[src/rtl/pc_addr_unit.sv]
// Program counter and memory address stage.
// Holds the PC and the data-address register, evaluates branch conditions
// from the status flags, and picks the branch target. The target is either
// PC-relative or taken from a register. Drives the shared memory address bus
// and supplies the link value that is written to R7 on BL/BLX.
// The control FSM owns all sequencing. This block only reacts to its strobes.
module pc_addr_unit #(
    parameter int PC_W   = 9,
    parameter int DATA_W = 16
) (
    input  logic              clk,
    input  logic              reset,
    input  logic              load_pc,
    input  logic              reset_pc,
    input  logic              load_bpc,
    input  logic              load_addr,
    input  logic              addr_sel,
    input  logic [2:0]        opcode,
    input  logic [1:0]        op,
    input  logic [2:0]        cond,
    input  logic [DATA_W-1:0] sximm8,
    input  logic [DATA_W-1:0] reg_target,
    input  logic [DATA_W-1:0] datapath_out,
    input  logic              status_z,
    input  logic              status_n,
    input  logic              status_v,
    output logic [PC_W-1:0]   mem_addr,
    output logic [PC_W-1:0]   pc,
    output logic [DATA_W-1:0] link_pc,
    output logic              branch_taken
);

    localparam logic [2:0] OPC_BCOND = 3'b001;
    localparam logic [2:0] OPC_BREG  = 3'b010;
    localparam logic [1:0] OP_BL     = 2'b11;

    logic [PC_W-1:0] data_addr;
    logic [PC_W-1:0] target;
    logic [PC_W-1:0] pc_next;
    logic            taken;
    logic            branch_fire;

    // The PC and address paths only use the low PC_W bits of the wide inputs.
    logic unused_upper_bits;
    assign unused_upper_bits = ^{sximm8[DATA_W-1:PC_W],
                                 reg_target[DATA_W-1:PC_W],
                                 datapath_out[DATA_W-1:PC_W]};

    assign mem_addr = addr_sel ? pc : data_addr;
    assign link_pc  = {{(DATA_W-PC_W){1'b0}}, pc};

    // Branch condition evaluation from opcode/cond and the status flags
    always_comb begin
        taken = 1'b0;
        if (opcode == OPC_BCOND) begin
            unique case (cond)
                3'b000:  taken = 1'b1;
                3'b001:  taken = status_z;
                3'b010:  taken = ~status_z;
                3'b011:  taken = status_n ^ status_v;
                3'b100:  taken = (status_n ^ status_v) | status_z;
                default: taken = 1'b0;
            endcase
        end else if (opcode == OPC_BREG) begin
            taken = 1'b1;
        end
    end

    // Target select: BX/BLX jump to a register, everything else is PC-relative (mod 2^PC_W)
    always_comb begin
        target = pc + sximm8[PC_W-1:0];
        if (opcode == OPC_BREG && op != OP_BL) begin
            target = reg_target[PC_W-1:0];
        end
    end

    // Next-PC priority: reset_pc, then branch, then increment. Nothing changes without load_pc
    always_comb begin
        pc_next     = pc;
        branch_fire = 1'b0;
        if (load_pc) begin
            if (reset_pc) begin
                pc_next = '0;
            end else if (load_bpc) begin
                if (taken) begin
                    pc_next     = target;
                    branch_fire = 1'b1;
                end
            end else begin
                pc_next = pc + 1'b1;
            end
        end
    end

    // PC and branch-taken pulse registers
    always_ff @(posedge clk or negedge reset) begin
        if (!reset) begin
            pc           <= '0;
            branch_taken <= 1'b0;
        end else begin
            pc           <= pc_next;
            branch_taken <= branch_fire;
        end
    end

    // Data-address register, loaded independently of the PC
    always_ff @(posedge clk or negedge reset) begin
        if (!reset) begin
            data_addr <= '0;
        end else if (load_addr) begin
            data_addr <= datapath_out[PC_W-1:0];
        end
    end

endmodule

[config.mk]
export PLATFORM = sky130hd
export DESIGN_NAME = pc_addr_unit
export DESIGN_NICKNAME = d
export VERILOG_FILES = /design/src/rtl/pc_addr_unit.sv
export SDC_FILE = /design/constraint.sdc
export NUM_CORES = 1
export LEC_CHECK = 0
export BUFFER_PORTS_ARGS = -buffer_cell sky130_fd_sc_hd__buf_4
export CAP_MARGIN = 10
export CORE_MARGIN = 10
export CORE_UTILIZATION = 38
export DETAILED_ROUTE_END_ITERATION = 10
export PLACE_DENSITY = 0.73
export SLEW_MARGIN = 25
export SYNTH_ARGS = -nofsm -noshare
export SYNTH_HDL_FRONTEND = slang
export SYNTH_SLANG_ARGS = --single-unit
[constraint.sdc]
create_clock -name clk -period 2 [get_ports clk]
set_input_delay 0.2 -clock clk [delete_from_list [all_inputs] [get_ports clk]]
set_output_delay 0.2 -clock clk [all_outputs]
set_load 0.1 [all_outputs]
### Word-level counts from Yosys, hierarchy flattened

Index checks and enable logic that the tools add are counted.

| storage, ports and cells | value |
|---|---|
| output and inout port bits | 35 |
| input port bits | 66 |
| register bits after elaboration | 19 |

| operators by class | value |
|---|---|
| equal/unequal tests | 8 |
| $add $sub $neg | 2 |
| bitwise logic cells | 3 |
| muxes and demuxes | 12 |
| reduce and logical (&&, ||, !) cells | 3 |

Operators with widths:

| operator | count |
|---|---|
| $mux W9 | 5 |
| $add A9 B1 Y9 const B | 1 |
| $add A9 B9 Y9 | 1 |
| $eq A3 B2 Y1 const B | 3 |
| $eq A3 B1 Y1 const B | 2 |
| $mux W1 | 6 |
| $pmux W1 S5 | 1 |
| $eq A3 B3 Y1 const B | 1 |
| $logic_not A3 Y1 | 1 |
| $ne A3 B2 Y1 const B | 1 |
| $ne A2 B2 Y1 const B | 1 |
| $reduce_and A2 Y1 | 1 |
| $logic_and A1 B1 Y1 | 1 |
| $not A1 Y1 | 1 |
| $or A1 B1 Y1 | 1 |
| $xor A1 B1 Y1 | 1 |

### Logic depth before layout (Yosys ltp)

Gate-level depths: netlist (run 1).

| logic depth | value |
|---|---|
| depth after elaboration | 8 |
| depth in mapped cells | 8 |
| mapped depth without buffers | 8 |

### Worst setup path before layout (run 1)

No wires, ideal clock.

| timing | value |
|---|---|
| path type | flip-flop to flip-flop |
| start | register pc[0] |
| end | register pc[6] |
| arrival | 2.426 ns |
| buffers on the path | 0 |
| stages on the path, launching flop included | 9 |
| period minus slack after synthesis | 2.547 ns |
| path slack | -0.547 ns |
| required time | 1.879 ns |
| cells stage by stage | dfrtp_1 ha_1 fa_1 nand2_1 a21o_1 a21boi_0 mux2_2 a21oi_1 nor2_1 |

| between the ends | value |
|---|---|
| longest elaborated chain between the ends | 5 |

Ends and longest elaborated chain:

| item | RTL line | text |
|---|---|---|
| start, declared | 28 | `output logic [PC_W-1:0] pc,` |
| start signal, assigned | 101 | `pc <= pc_next;` |
| $add A9 B9 Y9 | 71 | `target = pc + sximm8[PC_W-1:0];` |
| $mux W9 | 72 | `if (opcode == OPC_BREG && op != OP_BL) begin` |
| $mux W9 | 85 | `if (taken) begin` |
| $mux W9 (*) | 84 | `end else if (load_bpc) begin` |
| $mux W9 (*) | 82 | `if (reset_pc) begin` |

Every way passes the cells marked *; elsewhere a longest branch is shown, timed or not. The select of a mux whose other input is x is not followed.
A chain may end at the register's enable or synchronous reset.

### Final worst setup path (run 1)

| timing | value |
|---|---|
| start | register pc[0] |
| end | register pc[4] |

Same word-level chain as after synthesis.

==> impl_metrics.env, run 1 <==
export IMPL_gr_total_overflow=0
export IMPL_cts_buffers=3
export IMPL_clockRootBuffer="clkbuf_8"
export IMPL_avgSynthCellArea_um2=8.83
export IMPL_antenna_found_initial=0
export IMPL_setup_ws_ns=0.0592
export IMPL_synth_area_mm2=0.00178
export IMPL_routed_wl_mm=5.32
export IMPL_nNetsFinal=347
export IMPL_yosys_area_share_adder_pct=7.47
export IMPL_pwr_share_clk_pct=10.4
export IMPL_grt_pass1_wl_mm=8.26
export IMPL_grt_usage_pct=13.0
export IMPL_synth_compound_area_share_pct=20.0
export IMPL_drive_gt1_share_pct=50.7
export IMPL_numPortBuffers=72
export IMPL_cp_arrival_ns=2.15
export IMPL_netlist_top_cells_area="dfrtp_1 (27%), mux2_2 (12%), buf_4 (7.2%)"
export IMPL_p_seq_share_pct=19.9
export IMPL_finalHoldViolCount=0
export IMPL_drc=0
export IMPL_finalSetupViolCount=0
export IMPL_core_area_mm2=0.00444
export IMPL_cts_max_path_buffers=2
export IMPL_max_clock_freq_mhz=515
export IMPL_critPathCaptureType="register"
export IMPL_start_util_pct=39.9
export IMPL_post_synth_top_count_cell="nand2_1"
export IMPL_netlist_instances=201
export IMPL_cp_required_ns=2.21
export IMPL_timing_hold_ws_ns=0.170
export IMPL_cellPowerDensity_mw_per_mm2=1050
export IMPL_worst_path_buf_inv=0
export IMPL_yosysTopAreaCellShare_pct=26.8
export IMPL_gp_congestion=0.809
export IMPL_cpLargestDelayFamily="compound AO/OA/AOI/OAI gates"
export IMPL_worstSetupPathType="reg2reg"
export IMPL_synth_edf_count=0
export IMPL_yosysTopAreaCell="dfrtp_1"
export IMPL_skew_ns=0.00561
export IMPL_ant_nets=0
export IMPL_hp_class="in2reg"
export IMPL_dieWidth_um=88.4
export IMPL_via_per_inst=5.28
export IMPL_cts_tree="done"
export IMPL_dpl_worst_slack_ns=0.0132
export IMPL_antenna_cells=0
export IMPL_fp_row_count=24
export IMPL_dp_hpwl_mm=4.28
export IMPL_vias=1701
export IMPL_wire_per_inst_um=16.5
export IMPL_startpoint_type="register"
export IMPL_clk_pin_slew_ns=0.08
export IMPL_power_internal_uw=1160
export IMPL_io_pins=101
export IMPL_synth_top_family_by_area="compound AO/OA/AOI/OAI gates"
export IMPL_crit_chain="ha_4 > fa_2 > nand2_2 > a21o_1 > nand2_1 > a2bb2oi_2 > a211oi_2 > o22a_2"
export IMPL_syn2layout_area_growth_pct=42.6
export IMPL_synth_mux_area_share_pct=13.2
export IMPL_rsz0062_at_grt="yes"
export IMPL_die_y_um=88.4
export IMPL_period_share_pct=97.0
export IMPL_synth_simple_area_share_pct=18.4
export IMPL_htreeDepth=1
export IMPL_ir_drop_mv=0.684
export IMPL_switching_share_pct=56.7
export IMPL_fin_crit_ns=1.94
export IMPL_clkLatencyLatePin_ns=0.26
export IMPL_power_frac_comb_pct=69.8
export IMPL_leakagePower_uw=0.00116
export IMPL_dr_pass1_iters=4
export IMPL_status="complete, no violations"
export IMPL_power_switching_uw=1510
export IMPL_maxCapViolCount=0
export IMPL_path_max_fanout=3
export IMPL_first_iter_violations=100
export IMPL_post_route_util_pct=57.0
export IMPL_grt_pass1_vias=1684
export IMPL_synthDistinctLibCells=47
export IMPL_synth_xor_area_share_pct=3.45
export IMPL_multiInputGateArea_mm2=0.00126
export IMPL_die_area_mm2=0.00781
export IMPL_synth_common_cells="nand2_1 (22), dfrtp_1 (19), mux2_2 (19)"
export IMPL_clock_sinks=19
export IMPL_grt_max_degree=27
export IMPL_cp_slowest_stage_delay_ns=0.49
export IMPL_yosys_warnings=0
export IMPL_drv_slew=0
export IMPL_regArea_um2=500
export IMPL_ys_flop_type="dfrtp_1"
export IMPL_synth_seq_cells=19
export IMPL_cp_slowest_cell="dfrtp_4"
export IMPL_ys_seq_area_share_pct=26.8
export IMPL_nFillCells=406
export IMPL_async_reset_ff_share_pct=100
-- layout make-up --
cell class	count	area share [%]
flip-flops and latches	19	19.8
inverters	6	0.889
repair buffers	83	25.3
multi-input cells	158	49.6
well taps	52	2.57
clock inverters	1	0.198
clock buffers	3	1.63
-- state kept, by name (all words and copies together), names as in the netlist --
signal / flops
branch_taken: 1
pc: 9
data_addr: 9
-- worst reg2reg max path, stage by stage, from the launching register on --
cell	delay, ns
dfrtp_4	0.49
ha_4	0.18
fa_2	0.37
nand2_2	0.09
a21o_1	0.15
nand2_1	0.07
a2bb2oi_2	0.15
a211oi_2	0.23
o22a_2	0.16
-- layout by cell type, fill, tap and decap left out, types with 4 or more instances in the layout --
master,count
mux2_2,19
o21ai_0,8
a211oi_2,4
nand2b_1,6
nor3_1,7
inv_1,6
and3_1,5
xnor2_1,4
nand2_1,21
nor2_1,13
a31oi_1,4
dfrtp_1,11
dfrtp_4,6
ha_4,6
buf_4,80
nand3_1,4
conb_1,7
-- worst paths after layout --
path,slack [ns],end,cells after the start,from
hold / removal,0.17,data_addr[2],2,datapath_out[2]
hold reg to reg,0.51,data_addr[7],1,data_addr[7]
setup reg to reg,0.06,pc[4],8,pc[0]
max in group asynchronous,1.41,pc[5],2,reset
setup / recovery,0.06,pc[4],8,pc[0]
min in group asynchronous,0.35,pc[1],2,reset
-- through the flow --
stage          cells  total power, uW  cell area (um^2)  TNS [ns]
2_1_floorplan    207             1960              1870    -0.136
3_3_place_gp     316             2310              2390         0
3_5_place_dp     316             2330              2390         0
4_1_cts          321             2650              2490   -0.0103
5_1_grt          322             2790              2530   -0.0855
6_report         322             2670              2530         0
-- repair_timing --
item / in CTS / in global routing
setup endpoints to repair: 1 / 4
hold buffers: 1 / 0
endpoints found under the hold margin: 19 / 0
resized for setup: 4 / 7
setup buffers: 0 / 1
pin swaps: 4 / 12
-- power by group through the flow --
| stage | registers (uW) | clock network, uW | logic, uW |
|---|---|---|---|
| after detailed placement | 533 | 0 | 1800 |
| after floorplan | 846 | 0 | 1110 |
| after global routing | 540 | 294 | 1960 |
| after global placement | 532 | 0 | 1780 |
| after CTS | 532 | 290 | 1830 |
| final | 531 | 277 | 1860 |
-- per-layer routing --
layer  vias to the layer above  track usage [%]  routed length, um
li1                        835                -                  -
met1                       802             15.0               2200
met2                        60             22.8               2580
met3                         4             4.04                489
met4                         0             3.52                 51
met5                         -                0                  0
-- kinds of logic after synthesis --
| family | count (synthesis) |
|---|---|
| and+or+nand+nor | 68 |
| AOI/OAI and AO/OA | 45 |
| xor gates and xnor gates | 7 |
| DFF | 19 |
| buffers and inverters | 30 |
| other | 1 |
| adders and majority gates | 10 |
| muxes | 21 |
Power figures use the tool's default switching activity.
==> inputs of run 2 (changes only) <==
--- a/config.mk
+++ b/config.mk
@@ -5,6 +5,7 @@
 export SDC_FILE = /design/constraint.sdc
 export NUM_CORES = 1
 export LEC_CHECK = 0
+export ABC_AREA = 1
 export BUFFER_PORTS_ARGS = -buffer_cell sky130_fd_sc_hd__buf_4
 export CAP_MARGIN = 10
 export CORE_MARGIN = 10
==> impl_metrics.env, run 2 <==
export IMPL_netlist_instances=308
export IMPL_period_share_pct=90.6
export IMPL_ant_nets=0
export IMPL_fin_tns_setup_ns=0
export IMPL_synth_common_cells="nand2_1 (107), inv_1 (57), nand3_1 (29)"
export IMPL_start_util_pct=39.3
export IMPL_io_pins=101
export IMPL_finalSetupViolCount=0
export IMPL_rsz0062_at_grt="no"
export IMPL_via_per_inst=4.61
export IMPL_dr_pass1_iters=4
export IMPL_yosysTopAreaCell="dfrtp_1"
export IMPL_synth_seq_cells=19
export IMPL_cellPowerDensity_mw_per_mm2=872
export IMPL_cts_max_path_buffers=2
export IMPL_gr_total_overflow=0
export IMPL_cp_slowest_stage_delay_ns=0.41
export IMPL_cp_required_ns=2.19
export IMPL_dieWidth_um=89.9
export IMPL_grt_pass1_vias=2050
export IMPL_gp_congestion=0.820
export IMPL_crit_chain="ha_1 > fa_2 > nand3_1 > nand2_1 > nand2_1 > nand2_1 > nand2_1 > nand3_1 > nand2_1 > inv_1 > o21ai_1"
export IMPL_finalHoldViolCount=0
export IMPL_leakagePower_uw=0.00143
export IMPL_layout_commonest_cell="nand2_1"
export IMPL_die_area_mm2=0.00809
export IMPL_drive_gt1_share_pct=26.5
export IMPL_vias=2015
export IMPL_routed_wl_mm=5.45
export IMPL_antenna_cells=0
export IMPL_wire_per_inst_um=12.5
export IMPL_synth_area_mm2=0.00186
export IMPL_layout_cells_non_filler=437
export IMPL_synth_edf_count=0
export IMPL_skew_ns=0.00314
export IMPL_dp_cells=432
export IMPL_path_max_fanout=3
export IMPL_timing_hold_ws_ns=0.134
export IMPL_yosysTopAreaCellShare_pct=25.6
export IMPL_drc=0
export IMPL_critPathCaptureType="register"
export IMPL_dr_max_layer_used="met4"
export IMPL_htreeDepth=1
export IMPL_clock_sinks=19
export IMPL_first_iter_violations=82
export IMPL_worstSetupPathType="reg2reg"
export IMPL_startpoint_type="register"
export IMPL_nNetsFinal=447
export IMPL_cts_buffers=3
export IMPL_yosys_warnings=0
export IMPL_post_cts_buffers=0
export IMPL_post_route_util_pct=52.1
export IMPL_netlist_top_cells_area="dfrtp_1 (26%), nand2_1 (22%), inv_1 (12%)"
export IMPL_cts_tree="done"
export IMPL_grt_usage_pct=12.9
export IMPL_clockRootBuffer="clkbuf_8"
export IMPL_reg_top3="data_addr x9, pc x9, branch_taken x1"
export IMPL_avgSynthCellArea_um2=6.03
export IMPL_syn2layout_area_growth_pct=32.3
export IMPL_cpLargestDelayFamily="simple AND/OR/NAND/NOR gates"
export IMPL_antenna_found_initial=0
export IMPL_drv_slew=0
export IMPL_hp_class="in2reg"
export IMPL_met3_length_um=387
export IMPL_core_area_mm2=0.00472
export IMPL_grt_max_degree=20
export IMPL_status="complete, no violations"
export IMPL_wl_met2_mm=2.67
export IMPL_maxCapViolCount=0
export IMPL_ir_drop_mv=0.384
export IMPL_clk_pin_slew_ns=0.08
export IMPL_ys_seq_area_share_pct=25.6
export IMPL_cp_common_cell="nand2_1"
export IMPL_m1WireLength_mm=2.38
export IMPL_power_uw=2140
export IMPL_worst_path_buf_inv=1
export IMPL_fin_crit_ns=1.81
export IMPL_grt_pass1_wl_mm=9.06
export IMPL_dp_hpwl_mm=4.49
export IMPL_fp_row_count=25
export IMPL_die_y_um=89.9
export IMPL_clkLatencyLatePin_ns=0.27
export IMPL_numPortBuffers=72
export IMPL_post_synth_top_count_cell="nand2_1"
export IMPL_cp_arrival_ns=2.01
export IMPL_ys_flop_type="dfrtp_1"
export IMPL_max_clock_freq_mhz=552
export IMPL_async_reset_ff_share_pct=100
export IMPL_final_cell_mix="nand2_1 (107), buf_4 (75), inv_1 (57), nand3_1 (29), o21ai_0 (15)"
export IMPL_cp_slowest_cell="dfrtp_2"
export IMPL_synthDistinctLibCells=24
export IMPL_rrSetupSlack_ns=0.19
run 2: path summary, 6_finish.rpt:
kind                       cells past startpoint            start      endpoint
max reg2reg                                   11            pc[0]         pc[8]
max                                           11            pc[0]         pc[8]
min                                            3  datapath_out[8]  data_addr[8]
min reg2reg                                    2     data_addr[3]  data_addr[3]
max in group asynchronous                      2            reset         pc[1]
min in group asynchronous                      2            reset  data_addr[7]
run 2: through the flow:
step | worst slack [ns] | cell area (um^2)
final | 0.187 | 2460
after detailed placement | 0.157 | 2400
after CTS | 0.136 | 2460
after global placement | 0.232 | 2400
after floorplan | -0.0656 | 1910
after global routing | 0.0412 | 2460
run 2: report_power, final:
part           total, uW  internal [uW]  switching [uW]
sequential           509            434            74.8
combinational       1340            335            1010
clock                292            139             153
run 2: cell type report:
| class | count | area [um^2] |
|---|---|---|
| flip-flops and latches | 19 | 485 |
| multi-input cells | 213 | 1050 |
| repair buffers | 76 | 573 |
| clock inverters | 1 | 5.00 |
| fillers | 498 | 2260 |
| clock buffers | 3 | 41.3 |
| inverters | 58 | 218 |
| well taps | 67 | 83.8 |
run 2: cells by family after synthesis:
| group | after synthesis | share of synthesized area, % |
|---|---|---|
| buffers and inverters | 82 | 20.1 |
| flip-flops | 19 | 25.6 |
| adder cells (fa/ha/maj) | 10 | 7.14 |
| AND/OR/NAND/NOR | 155 | 35.2 |
| other | 1 | 0.202 |
| XOR/XNOR | 2 | 0.943 |
| AO/OA/AOI/OAI | 39 | 10.8 |
run 2: what timing repair did:
| action | 4_1_cts | 5_1_grt |
|---|---|---|
| resized for setup | 0 | 1 |
| endpoints found under the setup margin | 0 | 1 |
| hold buffers | 1 | 0 |
| endpoints found under the hold margin | 19 | 0 |
run 2: routing by layer:
metal / vias up / global-route usage (%)
met4: 0 / 2.39
met2: 50 / 23.2
li1: 1059 / -
met3: 2 / 4.41
met5: - / 0
met1: 904 / 14.4
run 2: tightest hold or removal path: stages:
cell and delay, ns:
buf_4 0.08, nand2_1 0.04, o21ai_0 0.05
==> inputs of run 3 (changes only) <==
--- a/config.mk
+++ b/config.mk
@@ -9,9 +9,9 @@
 export BUFFER_PORTS_ARGS = -buffer_cell sky130_fd_sc_hd__buf_4
 export CAP_MARGIN = 10
 export CORE_MARGIN = 10
-export CORE_UTILIZATION = 38
+export CORE_UTILIZATION = 40
 export DETAILED_ROUTE_END_ITERATION = 10
-export PLACE_DENSITY = 0.73
+export PLACE_DENSITY = 0.76
 export SLEW_MARGIN = 25
 export SYNTH_ARGS = -nofsm -noshare
 export SYNTH_HDL_FRONTEND = slang
==> impl_metrics.env, run 3 (same netlist as run 2, synthesis figures left out) <==
export IMPL_status="complete, no violations"
export IMPL_skew_ns=0.00138
export IMPL_clkLatencyLatePin_ns=0.25
export IMPL_clk_pin_slew_ns=0.07
export IMPL_clockRootBuffer="clkbuf_8"
export IMPL_dp_cells=417
export IMPL_cp_arrival_ns=1.93
export IMPL_cellPowerDensity_mw_per_mm2=868
export IMPL_dp_hpwl_mm=4.32
export IMPL_dieWidth_um=88.2
export IMPL_place_area_mm2=0.00238
export IMPL_grt_max_degree=20
export IMPL_wire_per_inst_um=12.4
export IMPL_leakagePower_uw=0.00142
export IMPL_gp_congestion=0.844
export IMPL_finalHoldViolCount=0
export IMPL_routed_wl_mm=5.22
export IMPL_vias=2048
export IMPL_grt_usage_pct=13.4
export IMPL_cts_max_path_buffers=2
export IMPL_timing_rr_start="pc[0]"
export IMPL_ir_drop_mv=0.367
export IMPL_drive_gt1_share_pct=26.5
export IMPL_cp_slowest_stage_delay_ns=0.40
export IMPL_startpoint_type="register"
export IMPL_maxCapViolCount=0
export IMPL_final_area_mm2=0.00244
export IMPL_worstSetupPathType="reg2reg"
export IMPL_syn2layout_area_growth_pct=31.4
export IMPL_cp_common_cell="nand2_1"
export IMPL_first_iter_violations=160
export IMPL_layout_cells_non_filler=422
export IMPL_drv_slew=0
export IMPL_reg_top3="data_addr x9, pc x9, branch_taken x1"
export IMPL_post_cts_buffers=0
export IMPL_core_area_mm2=0.00441
export IMPL_cp_slowest_cell="dfrtp_2"
export IMPL_antenna_cells=0
export IMPL_post_route_util_pct=55.3
export IMPL_cp_required_ns=2.18
export IMPL_start_util_pct=42.1
export IMPL_layout_commonest_cell="nand2_1"
export IMPL_htreeDepth=1
export IMPL_max_clock_freq_mhz=570
export IMPL_die_area_mm2=0.00777
export IMPL_antenna_found_initial=0
export IMPL_period_share_pct=87.7
export IMPL_fp_row_count=24
export IMPL_grt_pass1_vias=2065
export IMPL_r2r_worst_path_cells=11
export IMPL_cts_tree="done"
export IMPL_nNetsFinal=447
export IMPL_io_pins=101
export IMPL_rrSetupSlack_ns=0.25
export IMPL_fin_crit_ns=1.75
export IMPL_path_max_fanout=3
export IMPL_crit_path_start="pc[0]"
export IMPL_power_uw=2120
export IMPL_via_per_inst=4.85
export IMPL_critPathCaptureType="register"
export IMPL_final_cell_mix="nand2_1 (106), buf_4 (75), inv_1 (57), nand3_1 (29), o21ai_0 (15)"
export IMPL_clock_sinks=19
export IMPL_hp_class="in2reg"
export IMPL_reg2reg_to="pc[6]"
export IMPL_finalSetupViolCount=0
export IMPL_gr_total_overflow=0
export IMPL_dr_pass1_iters=4
export IMPL_rsz0062_at_grt="no"
export IMPL_critPathCapture="pc[6]"
export IMPL_drc=0
export IMPL_die_y_um=88.2
export IMPL_cts_buffers=3
export IMPL_crit_chain="ha_1 > fa_2 > nand3_1 > nand2_2 > nand2_1 > nand2_1 > nand2_1 > nand3_1 > nand2_1 > inv_1 > o21ai_1"
export IMPL_numPortBuffers=72
export IMPL_ant_nets=0
export IMPL_grt_pass1_wl_mm=8.77
[run 3: cell count changes in the layout (fill, tap and decap cells not counted), sizes merged]
cell | before | now
clkbuf | 3 | 4
clkinv | 1 | 0
[run 3: area by class of cell]
type / count / area (um^2)
repair buffers: 76 / 573
inverters: 58 / 218
multi-input cells: 213 / 1050
well taps: 52 / 65.1
fillers: 452 / 1970
clock buffers: 4 / 45.0
flip-flops and latches: 19 / 485
[run 3: repair_timing]
item | CTS | global route
endpoints found under the setup margin | 0 | 1
hold buffers | 1 | 0
hold endpoints to repair | 19 | 0
gates resized for setup | 0 | 2
[run 3: worst min-delay path by stage]
stage | start | to | slack, ns | cells past startpoint
finish | datapath_out[7] | data_addr[7] | 0.15 | 3
global route | datapath_out[4] | data_addr[4] | 0.16 | 3
CTS | datapath_out[7] | data_addr[7] | 0.14 | 3
detailed placement | reset | pc[8] | 0.1 | 1
global placement | reset | pc[8] | 0.09 | 1
floorplan | reset | branch_taken | -0.1 | 0
[run 3: routing by layer]
metal	vias up	global-route usage [%]	part of all wire, %
met3	4	4.55	8.9
li1	1058	-	-
met5	-	0	0
met1	922	15.0	41
met2	64	24.5	49
met4	0	1.71	0.50
[run 3: worst max-delay path, delay by kind of cell (launching register included)]
family | cells | cell delay, ns
adders and majority gates | 2 | 0.58
AOI/OAI and AO/OA | 1 | 0.12
and+or+nand+nor | 7 | 0.54
DFF | 1 | 0.40
buffers and inverters | 1 | 0.04
[run 3: metrics by stage]
stage / setup WS, ns / hold WS [ns] / TNS, ns
finish: 0.245 / 0.146 / 0
global route: 0.0247 / 0.157 / 0
CTS: 0.150 / 0.144 / 0
detailed placement: 0.184 / 0.0968 / 0
global placement: 0.235 / 0.0914 / 0
floorplan: -0.0656 / -0.0956 / -0.259
[run 3: power by group]
part	switching (uW)	internal (uW)	leakage, uW
clock network	128	142	0.0000228
registers	71.9	435	0.000230
logic	1010	336	0.00117
